<file path="config.mk">
export PLATFORM = sky130hd
export DESIGN_NAME = xor_fault_ctrl
export DESIGN_NICKNAME = d
export VERILOG_FILES = /design/src/rtl/xor_fault_ctrl.sv
export SDC_FILE = /design/constraint.sdc
export NUM_CORES = 1
export LEC_CHECK = 0
export BUFFER_PORTS_ARGS = -buffer_cell sky130_fd_sc_hd__buf_2
export CORE_UTILIZATION = 26
export CTS_BUF_LIST = sky130_fd_sc_hd__clkbuf_8
export DETAILED_ROUTE_END_ITERATION = 7
export HOLD_SLACK_MARGIN = 0.15
export SYNTH_ARGS = -nofsm -noshare
export SYNTH_HDL_FRONTEND = slang
export SYNTH_SLANG_ARGS = --single-unit
</file>
<file path="constraint.sdc">
create_clock -name sysclk -period 2.8 [get_ports sysclk]
set_clock_uncertainty 0.15 [all_clocks]
set_input_delay 0.42 -clock sysclk [delete_from_list [all_inputs] [get_ports sysclk]]
set_output_delay 0.42 -clock sysclk [all_outputs]
set_load 0.005 [all_outputs]
</file>
<file path="src/rtl/xor_fault_ctrl.sv">
// Sequencer for the laser fault-injection XOR target: holds the emission
// condition in locate mode, or sweeps vectors, fires the laser and counts faults.
module xor_fault_ctrl #(
    parameter int SETTLE_CYCLES = 4,
    parameter int NUM_VECTORS   = 64,
    parameter int CNT_W         = 16
) (
    input  logic             sysclk,
    input  logic             rst_n,
    input  logic             mode,
    input  logic             start,
    input  logic             abort,
    input  logic             dut_q,
    output logic [5:0]       dut_a,
    output logic             dut_osc_en,
    output logic             laser_trig,
    output logic             busy,
    output logic             done,
    output logic [CNT_W-1:0] fault_cnt,
    output logic [5:0]       first_fault_vec,
    output logic             first_fault_valid
);

    typedef enum logic [2:0] {
        IDLE,
        LOCATE,
        APPLY,
        FIRE,
        SAMPLE,
        NEXT,
        DONE
    } state_t;

    localparam logic [8:0] APPLY_LAST  = 9'(SETTLE_CYCLES - 1);
    localparam logic [8:0] SAMPLE_LAST = 9'(SETTLE_CYCLES + 1);
    localparam logic [5:0] VEC_LAST    = 6'(NUM_VECTORS - 1);

    state_t     state, next_state;
    logic [5:0] vec, vec_next;
    logic [8:0] settle_cnt, settle_next;
    logic       q_meta, q_sync;
    logic       start_ok, mismatch;

    logic [5:0] dut_a_d;
    logic       osc_en_d, trig_d, busy_d, done_d;

    assign start_ok = (state == IDLE) && start;

    // Abort wins over the compare on the final sample cycle.
    assign mismatch = (state == SAMPLE) && (settle_cnt == SAMPLE_LAST) && !abort
                      && (q_sync != (^vec));

    always_ff @(posedge sysclk or negedge rst_n) begin
        if (!rst_n) begin
            state      <= IDLE;
            vec        <= 6'd0;
            settle_cnt <= 9'd0;
        end else begin
            state      <= next_state;
            vec        <= vec_next;
            settle_cnt <= settle_next;
        end
    end

    always_comb begin
        next_state  = state;
        vec_next    = vec;
        settle_next = settle_cnt;
        unique case (state)
            IDLE: begin
                if (start) begin
                    if (mode) begin
                        next_state = LOCATE;
                    end else begin
                        next_state  = APPLY;
                        vec_next    = 6'd0;
                        settle_next = 9'd0;
                    end
                end
            end
            LOCATE: begin
                if (abort) next_state = IDLE;
            end
            APPLY: begin
                if (abort) begin
                    next_state = IDLE;
                end else if (settle_cnt == APPLY_LAST) begin
                    next_state  = FIRE;
                    settle_next = 9'd0;
                end else begin
                    settle_next = settle_cnt + 9'd1;
                end
            end
            FIRE: begin
                settle_next = 9'd0;
                next_state  = abort ? IDLE : SAMPLE;
            end
            SAMPLE: begin
                if (abort) begin
                    next_state = IDLE;
                end else if (settle_cnt == SAMPLE_LAST) begin
                    next_state  = NEXT;
                    settle_next = 9'd0;
                end else begin
                    settle_next = settle_cnt + 9'd1;
                end
            end
            NEXT: begin
                if (abort) begin
                    next_state = IDLE;
                end else if (vec == VEC_LAST) begin
                    next_state = DONE;
                end else begin
                    next_state  = APPLY;
                    vec_next    = vec + 6'd1;
                    settle_next = 9'd0;
                end
            end
            DONE: begin
                next_state = IDLE;
            end
            default: begin
                next_state = IDLE;
            end
        endcase
    end

    // Outputs are decoded from the upcoming state so they can be registered.
    always_comb begin
        dut_a_d  = 6'd0;
        osc_en_d = 1'b0;
        trig_d   = 1'b0;
        busy_d   = 1'b0;
        done_d   = 1'b0;
        unique case (next_state)
            LOCATE: begin
                osc_en_d = 1'b1;
                busy_d   = 1'b1;
            end
            APPLY, SAMPLE, NEXT: begin
                dut_a_d = vec_next;
                busy_d  = 1'b1;
            end
            FIRE: begin
                dut_a_d = vec_next;
                trig_d  = 1'b1;
                busy_d  = 1'b1;
            end
            DONE: begin
                done_d = 1'b1;
            end
            default: begin
                dut_a_d = 6'd0;
            end
        endcase
    end

    always_ff @(posedge sysclk or negedge rst_n) begin
        if (!rst_n) begin
            dut_a      <= 6'd0;
            dut_osc_en <= 1'b0;
            laser_trig <= 1'b0;
            busy       <= 1'b0;
            done       <= 1'b0;
        end else begin
            dut_a      <= dut_a_d;
            dut_osc_en <= osc_en_d;
            laser_trig <= trig_d;
            busy       <= busy_d;
            done       <= done_d;
        end
    end

    always_ff @(posedge sysclk or negedge rst_n) begin
        if (!rst_n) begin
            q_meta <= 1'b0;
            q_sync <= 1'b0;
        end else begin
            q_meta <= dut_q;
            q_sync <= q_meta;
        end
    end

    always_ff @(posedge sysclk or negedge rst_n) begin
        if (!rst_n) begin
            fault_cnt         <= '0;
            first_fault_vec   <= 6'd0;
            first_fault_valid <= 1'b0;
        end else if (start_ok) begin
            fault_cnt         <= '0;
            first_fault_vec   <= 6'd0;
            first_fault_valid <= 1'b0;
        end else if (mismatch) begin
            if (fault_cnt != {CNT_W{1'b1}}) begin
                fault_cnt <= fault_cnt + 1'b1;
            end
            if (!first_fault_valid) begin
                first_fault_vec   <= vec;
                first_fault_valid <= 1'b1;
            end
        end
    end

endmodule

</file>
**Word-level counts from Yosys, hierarchy flattened**

Index checks and enable logic that the tools add are counted.
Widths: inputs -> output; s select.

- Input bits: 6
- Logic and storage cells: 92
- Output and inout port bits: 33
- Bits in registers: 53

- Eq/ne operators: 23
- Multiplexer cells: 38
- $add $sub $neg: 3
- Reductions and logical operators: 15

Operators by type and width:

| cell | number |
|---|---|
| $mux 9 | 8 |
| $mux 16 | 3 |
| $mux 6 | 8 |
| $pmux 9 s5 | 1 |
| $mux 3 | 9 |
| $pmux 3 s6 | 1 |
| $add 16x1->16 const B | 1 |
| $ne 16x16->1 const B | 1 |
| $eq 3x3->1 const B | 5 |
| $eq 3x2->1 const B | 4 |
| $ne 2x2->1 const B | 6 |
| $pmux 6 s2 | 1 |
| $add 9x1->9 const B | 1 |
| $eq 9x2->1 const B | 1 |
| $eq 9x3->1 const B | 1 |
| $reduce_and 7->1 | 1 |
| $add 6x1->6 const B | 1 |
| $eq 3x1->1 const B | 2 |
| $eq 6x6->1 const B | 1 |
| $mux 1 | 6 |
| $reduce_xor 6->1 | 1 |
| $reduce_bool 5->1 | 1 |
| $reduce_or 5->1 | 1 |
| $logic_and 1x1->1 | 4 |
| other kinds (8) | 10 |

**Logic depth before layout (Yosys ltp)**

- Word-level depth: 7
- Depth in mapped cells: 8
- Mapped depth without buffers: 7

**Worst setup path before layout**

OpenSTA, ideal clock, no wires.

- Kind: register -> register
- Start: reg vec[0]
- End: reg fault_cnt[11]
- Arrival time: 2.028 ns
- Data required time: 2.530 ns
- Setup time: 0.120 ns
- Stages on the path, launching flop included: 8
- Setup slack: 0.502 ns
- Period minus slack after synthesis: 2.298 ns
- Path buffers: 1
- Cell sequence: dfrtp_1 ha_1 xnor2_1 xnor2_1 or2_0 clkbuf_2 a311oi_2 a31o_2

- Cells in the longest elaborated chain, start to end: 5

Ends and longest elaborated chain:

| what | RTL line | text |
|---|---|---|
| start, declared | 39 | `logic [5:0] vec, vec_next;` |
| start signal, assigned | 60 | `vec <= vec_next;` |
| $reduce_xor 6->1 | 51 | `&& (q_sync != (^vec));` |
| $ne 1x1->1 | 51 |  |
| $logic_and 1x1->1 | 51 |  |
| $reduce_bool 2->1 (no line) | -- |  |
| $reduce_and 2->1 (no line) | -- |  |
| end signal, assigned | 195 | `fault_cnt <= fault_cnt + 1'b1;` |
| end, declared | 19 | `output logic [CNT_W-1:0] fault_cnt,` |

No other way between the ends.
A chain may end at the register's enable or synchronous reset.

**Worst setup path in the final report**

- Start: reg vec[4]
- End: reg first_fault_vec[3]

- Cells in the longest elaborated chain, start to end: 5

Ends and longest elaborated chain:

| what | RTL line | text |
|---|---|---|
| $reduce_xor 6->1 | 51 |  |
| $ne 1x1->1 | 51 |  |
| $logic_and 1x1->1 | 51 |  |
| $reduce_bool 2->1 (no line) | -- |  |
| $reduce_and 2->1 (no line) | -- |  |
| end signal, assigned | 198 | `first_fault_vec <= vec;` |
| end, declared | 20 | `output logic [5:0] first_fault_vec,` |

No other way between the ends.

==> impl_metrics.tcl <==
set metrics [dict create \
    avgSynthCellArea_um2 9.80 \
    antenna_found_initial 0 \
    routedWlPerCell_um 13.6 \
    drt_iter0_drc 110 \
    finalCritPeriodShare_pct 90.0 \
    async_flop_share_pct 100 \
    grt_use_met1_pct 16.3 \
    cts_buffers 5 \
    critPathMaxStageDelay_ns 0.63 \
    cts-htree-levels 2 \
    path_clk_slew_ns 0.10 \
    drc 0 \
    cts-root-buf "clkbuf_8" \
    grt_max_degree 23 \
    power_density_mw_per_mm2 492 \
    antennaDiodeCount 0 \
    vdd_drop_max_mv 0.254 \
    yosysTopAreaCellShare_pct 47.3 \
    crit_top_cell "xnor2_1" \
    hold_path.class "reg -> reg" \
    grt_pass1_wl_mm 11.2 \
    area_growth_pct 17.9 \
    crit_slowest_cell "xnor2_1" \
    start_kind "register" \
    wl_mm 6.36 \
    initial_core_util_pct 27.0 \
    synth_ff_type "dfrtp_1" \
    multiInputGateArea_mm2 0.00141 \
    fin_crit_ns 2.52 \
    die_height_um 106 \
    via_per_inst 5.01 \
    end_kind "register" \
    crit_family "XOR/XNOR gates" \
    port_buffers 38 \
    nets 341 \
    yosysTopAreaCell "dfrtp_1" \
    use_met3_pct 2.29 \
    slew_headroom_pct 47.4 \
    busiest_layer "met2" \
    numClockSinks 53 \
    drive_gt1_share_pct 21.2 \
    worstPathBufferInverterCount 1 \
    ys_ff_latch 53 \
    vias 2333 \
    synth_area_mm2 0.00280 \
    dieWidth_um 106 \
    fin_util_pct 31.9 \
    clockBufferDepth 2 \
    syn_inst 286 \
    synth-seq-area-share_pct 47.3 \
    slew_viol_final 0 \
    criticalPathCategory "reg -> reg" \
    synth_area_leaders "dfrtp_1 (47%), o21ai_0 (4.3%), nand2_1 (3.5%), a21oi_1 (3.2%), nor2_1 (2.8%)" \
    overflow 0 \
    synth_edf_count 0 \
    worst_pin_slew_ns 0.784 \
    grt.total_usage_pct 12.2 \
    status "finished, final reports clean" \
    final-hold-violation-count 0 \
    cts_tree "done" \
    grt_pass1_vias 2284 \
    maxCapViolations 0 \
    rsz0062_at_grt "false" \
    io_pins 39 \
    dp_hpwl_mm 4.63 \
    finalSetupTns_ns 0 \
    crit_arrival_ns 2.60 \
    place_congestion 0.838 \
    required_ns 2.88 \
    syn-num-nets 298 \
    path_cells "ha_1, xnor2_1, xnor2_1, or2_0, buf_4, o21ai_0, a21oi_1" \
    path_max_fanout 6 \
    drtAntennaViolNets 0 \
    fp.dieArea_mm2 0.0112 \
    ys_types 61 \
    globalRouteMet2Util_pct 20.2 \
    regArea_mm2 0.00133 \
    p_leak_nw 1.52 \
    clock_latency_ns 0.30 \
    fillers 1080 \
    ys_warn_count 0 \
    setup_violations 0 \
    rows 37 \
    core_mm2 0.0104 \
    dr.pass1.iters 4 \
    max_freq_mhz 397 \
]
what timing repair did:
item | 4_1_cts | 5_1_grt
hold buffers | 2 | 0
endpoints found under the hold margin | 15 | 0
gates resized for setup | 0 | 0
buffers inserted | 0 | 0
stage by stage:
| stage | power [mW] | instance area [µm²] | setup slack (ns) | hold WS (ns) | std cells |
|---|---|---|---|---|---|
| global placement | 1.11 | 3170 | 0.390 | 0.193 | 456 |
| global route | 1.73 | 3300 | 0.0256 | 0.229 | 466 |
| CTS | 1.66 | 3300 | 0.258 | 0.225 | 466 |
| floorplan | 1.02 | 2800 | 0.502 | -0.0256 | 286 |
| detailed placement | 1.12 | 3170 | 0.288 | 0.201 | 456 |
| finish | 1.62 | 3300 | 0.281 | 0.218 | 466 |
metal layers:
metal  vias up  part of all wire [%]
met3         2                   3.7
met1      1144                    47
met5         -                     0
met2        41                    48
li1       1146                     -
met4         0                  0.46
cell usage after synthesis, types with 2 or more instances:
| library cell | n |
|---|---|
| a31oi_1 | 7 |
| nor4bb_1 | 2 |
| o31ai_1 | 2 |
| a21o_1 | 2 |
| nand2_1 | 26 |
| ha_1 | 6 |
| buf_2 | 2 |
| nor2_1 | 21 |
| dfrtp_1 | 53 |
| or2_2 | 2 |
| nor3_1 | 11 |
| clkbuf_1 | 5 |
| buf_1 | 2 |
| inv_1 | 6 |
| a22o_1 | 7 |
| o21ai_0 | 24 |
| a41oi_1 | 3 |
| mux2_2 | 2 |
| xnor2_1 | 3 |
| nand2b_1 | 5 |
| a21oi_1 | 18 |
| nor2b_1 | 12 |
| a31o_2 | 2 |
| and3_1 | 8 |
| or4b_1 | 2 |
| o21bai_1 | 3 |
| nor4b_1 | 3 |
| nand3_1 | 10 |
| nand4_1 | 5 |
cell type report:
cell class	count	share of cell area (%)
Inverter	6	0.682
Multi-Input combinational cell	216	42.7
Timing Repair Buffer	47	7.95
Sequential cell	53	40.2
Clock buffer	5	2.08
Clock inverter	3	1.29
Tap cell	136	5.15
worst reg2reg max path: stages, from the launching register on:
cell	delay, ns
dfrtp_1	0.45
ha_1	0.33
xnor2_1	0.14
xnor2_1	0.63
or2_0	0.33
buf_4	0.19
o21ai_0	0.08
a21oi_1	0.16
state kept, by name (all words and copies together), names as in the netlist, 3 cells and up:
register / flops
first_fault_vec: 6
state: 3
fault_cnt: 16
settle_cnt: 9
dut_a: 6
vec: 6
logic make-up after synthesis:
group	Yosys count	synth area share [%]
and+or+nand+nor	123	25.6
AOI/OAI and AO/OA	81	19.7
DFF	53	47.3
buffers and inverters	17	2.55
adders and majority gates	6	2.68
xor gates and xnor gates	3	0.938
muxes	3	1.16
power breakdown:
part / internal [mW] / switching (mW) / total (mW)
logic: 0.105 / 0.164 / 0.269
clock network: 0.265 / 0.253 / 0.518
registers: 0.794 / 0.0429 / 0.837
total: 1.16 / 0.460 / 1.62
path summary, 6_finish.rpt:
kind | startpoint | end | slack (ns) | cells past startpoint
max reg2reg | vec[4]$_DFF_PN0_ | first_fault_vec[3]$_DFFE_PN0P_ | 0.28 | 7
max | vec[4]$_DFF_PN0_ | first_fault_vec[3]$_DFFE_PN0P_ | 0.28 | 7
min | q_meta$_DFF_PN0_ | q_sync$_DFF_PN0_ | 0.22 | 0
min in group asynchronous | rst_n | first_fault_valid$_DFFE_PN0P_ | 0.40 | 2
max in group asynchronous | rst_n | fault_cnt[5]$_DFFE_PN0P_ | 1.48 | 3
min reg2reg | q_meta$_DFF_PN0_ | q_sync$_DFF_PN0_ | 0.22 | 0
cells in the final DEF, fill, tap and decap left out, drive strengths merged, types with 3 or more instances in the layout:
master	count
a22o	8
nand3	10
nand2	26
a21oi	18
a41oi	3
or2	3
nor2b	12
o21ai	24
a31oi	8
nor4b	3
ha	6
buf	45
a311oi	3
nand4	6
xnor2	3
inv	7
nand2b	5
dfrtp	53
nor3	13
and3	8
clkbuf	5
nor2	21
o21bai	3
Power figures use the tool's default switching activity.
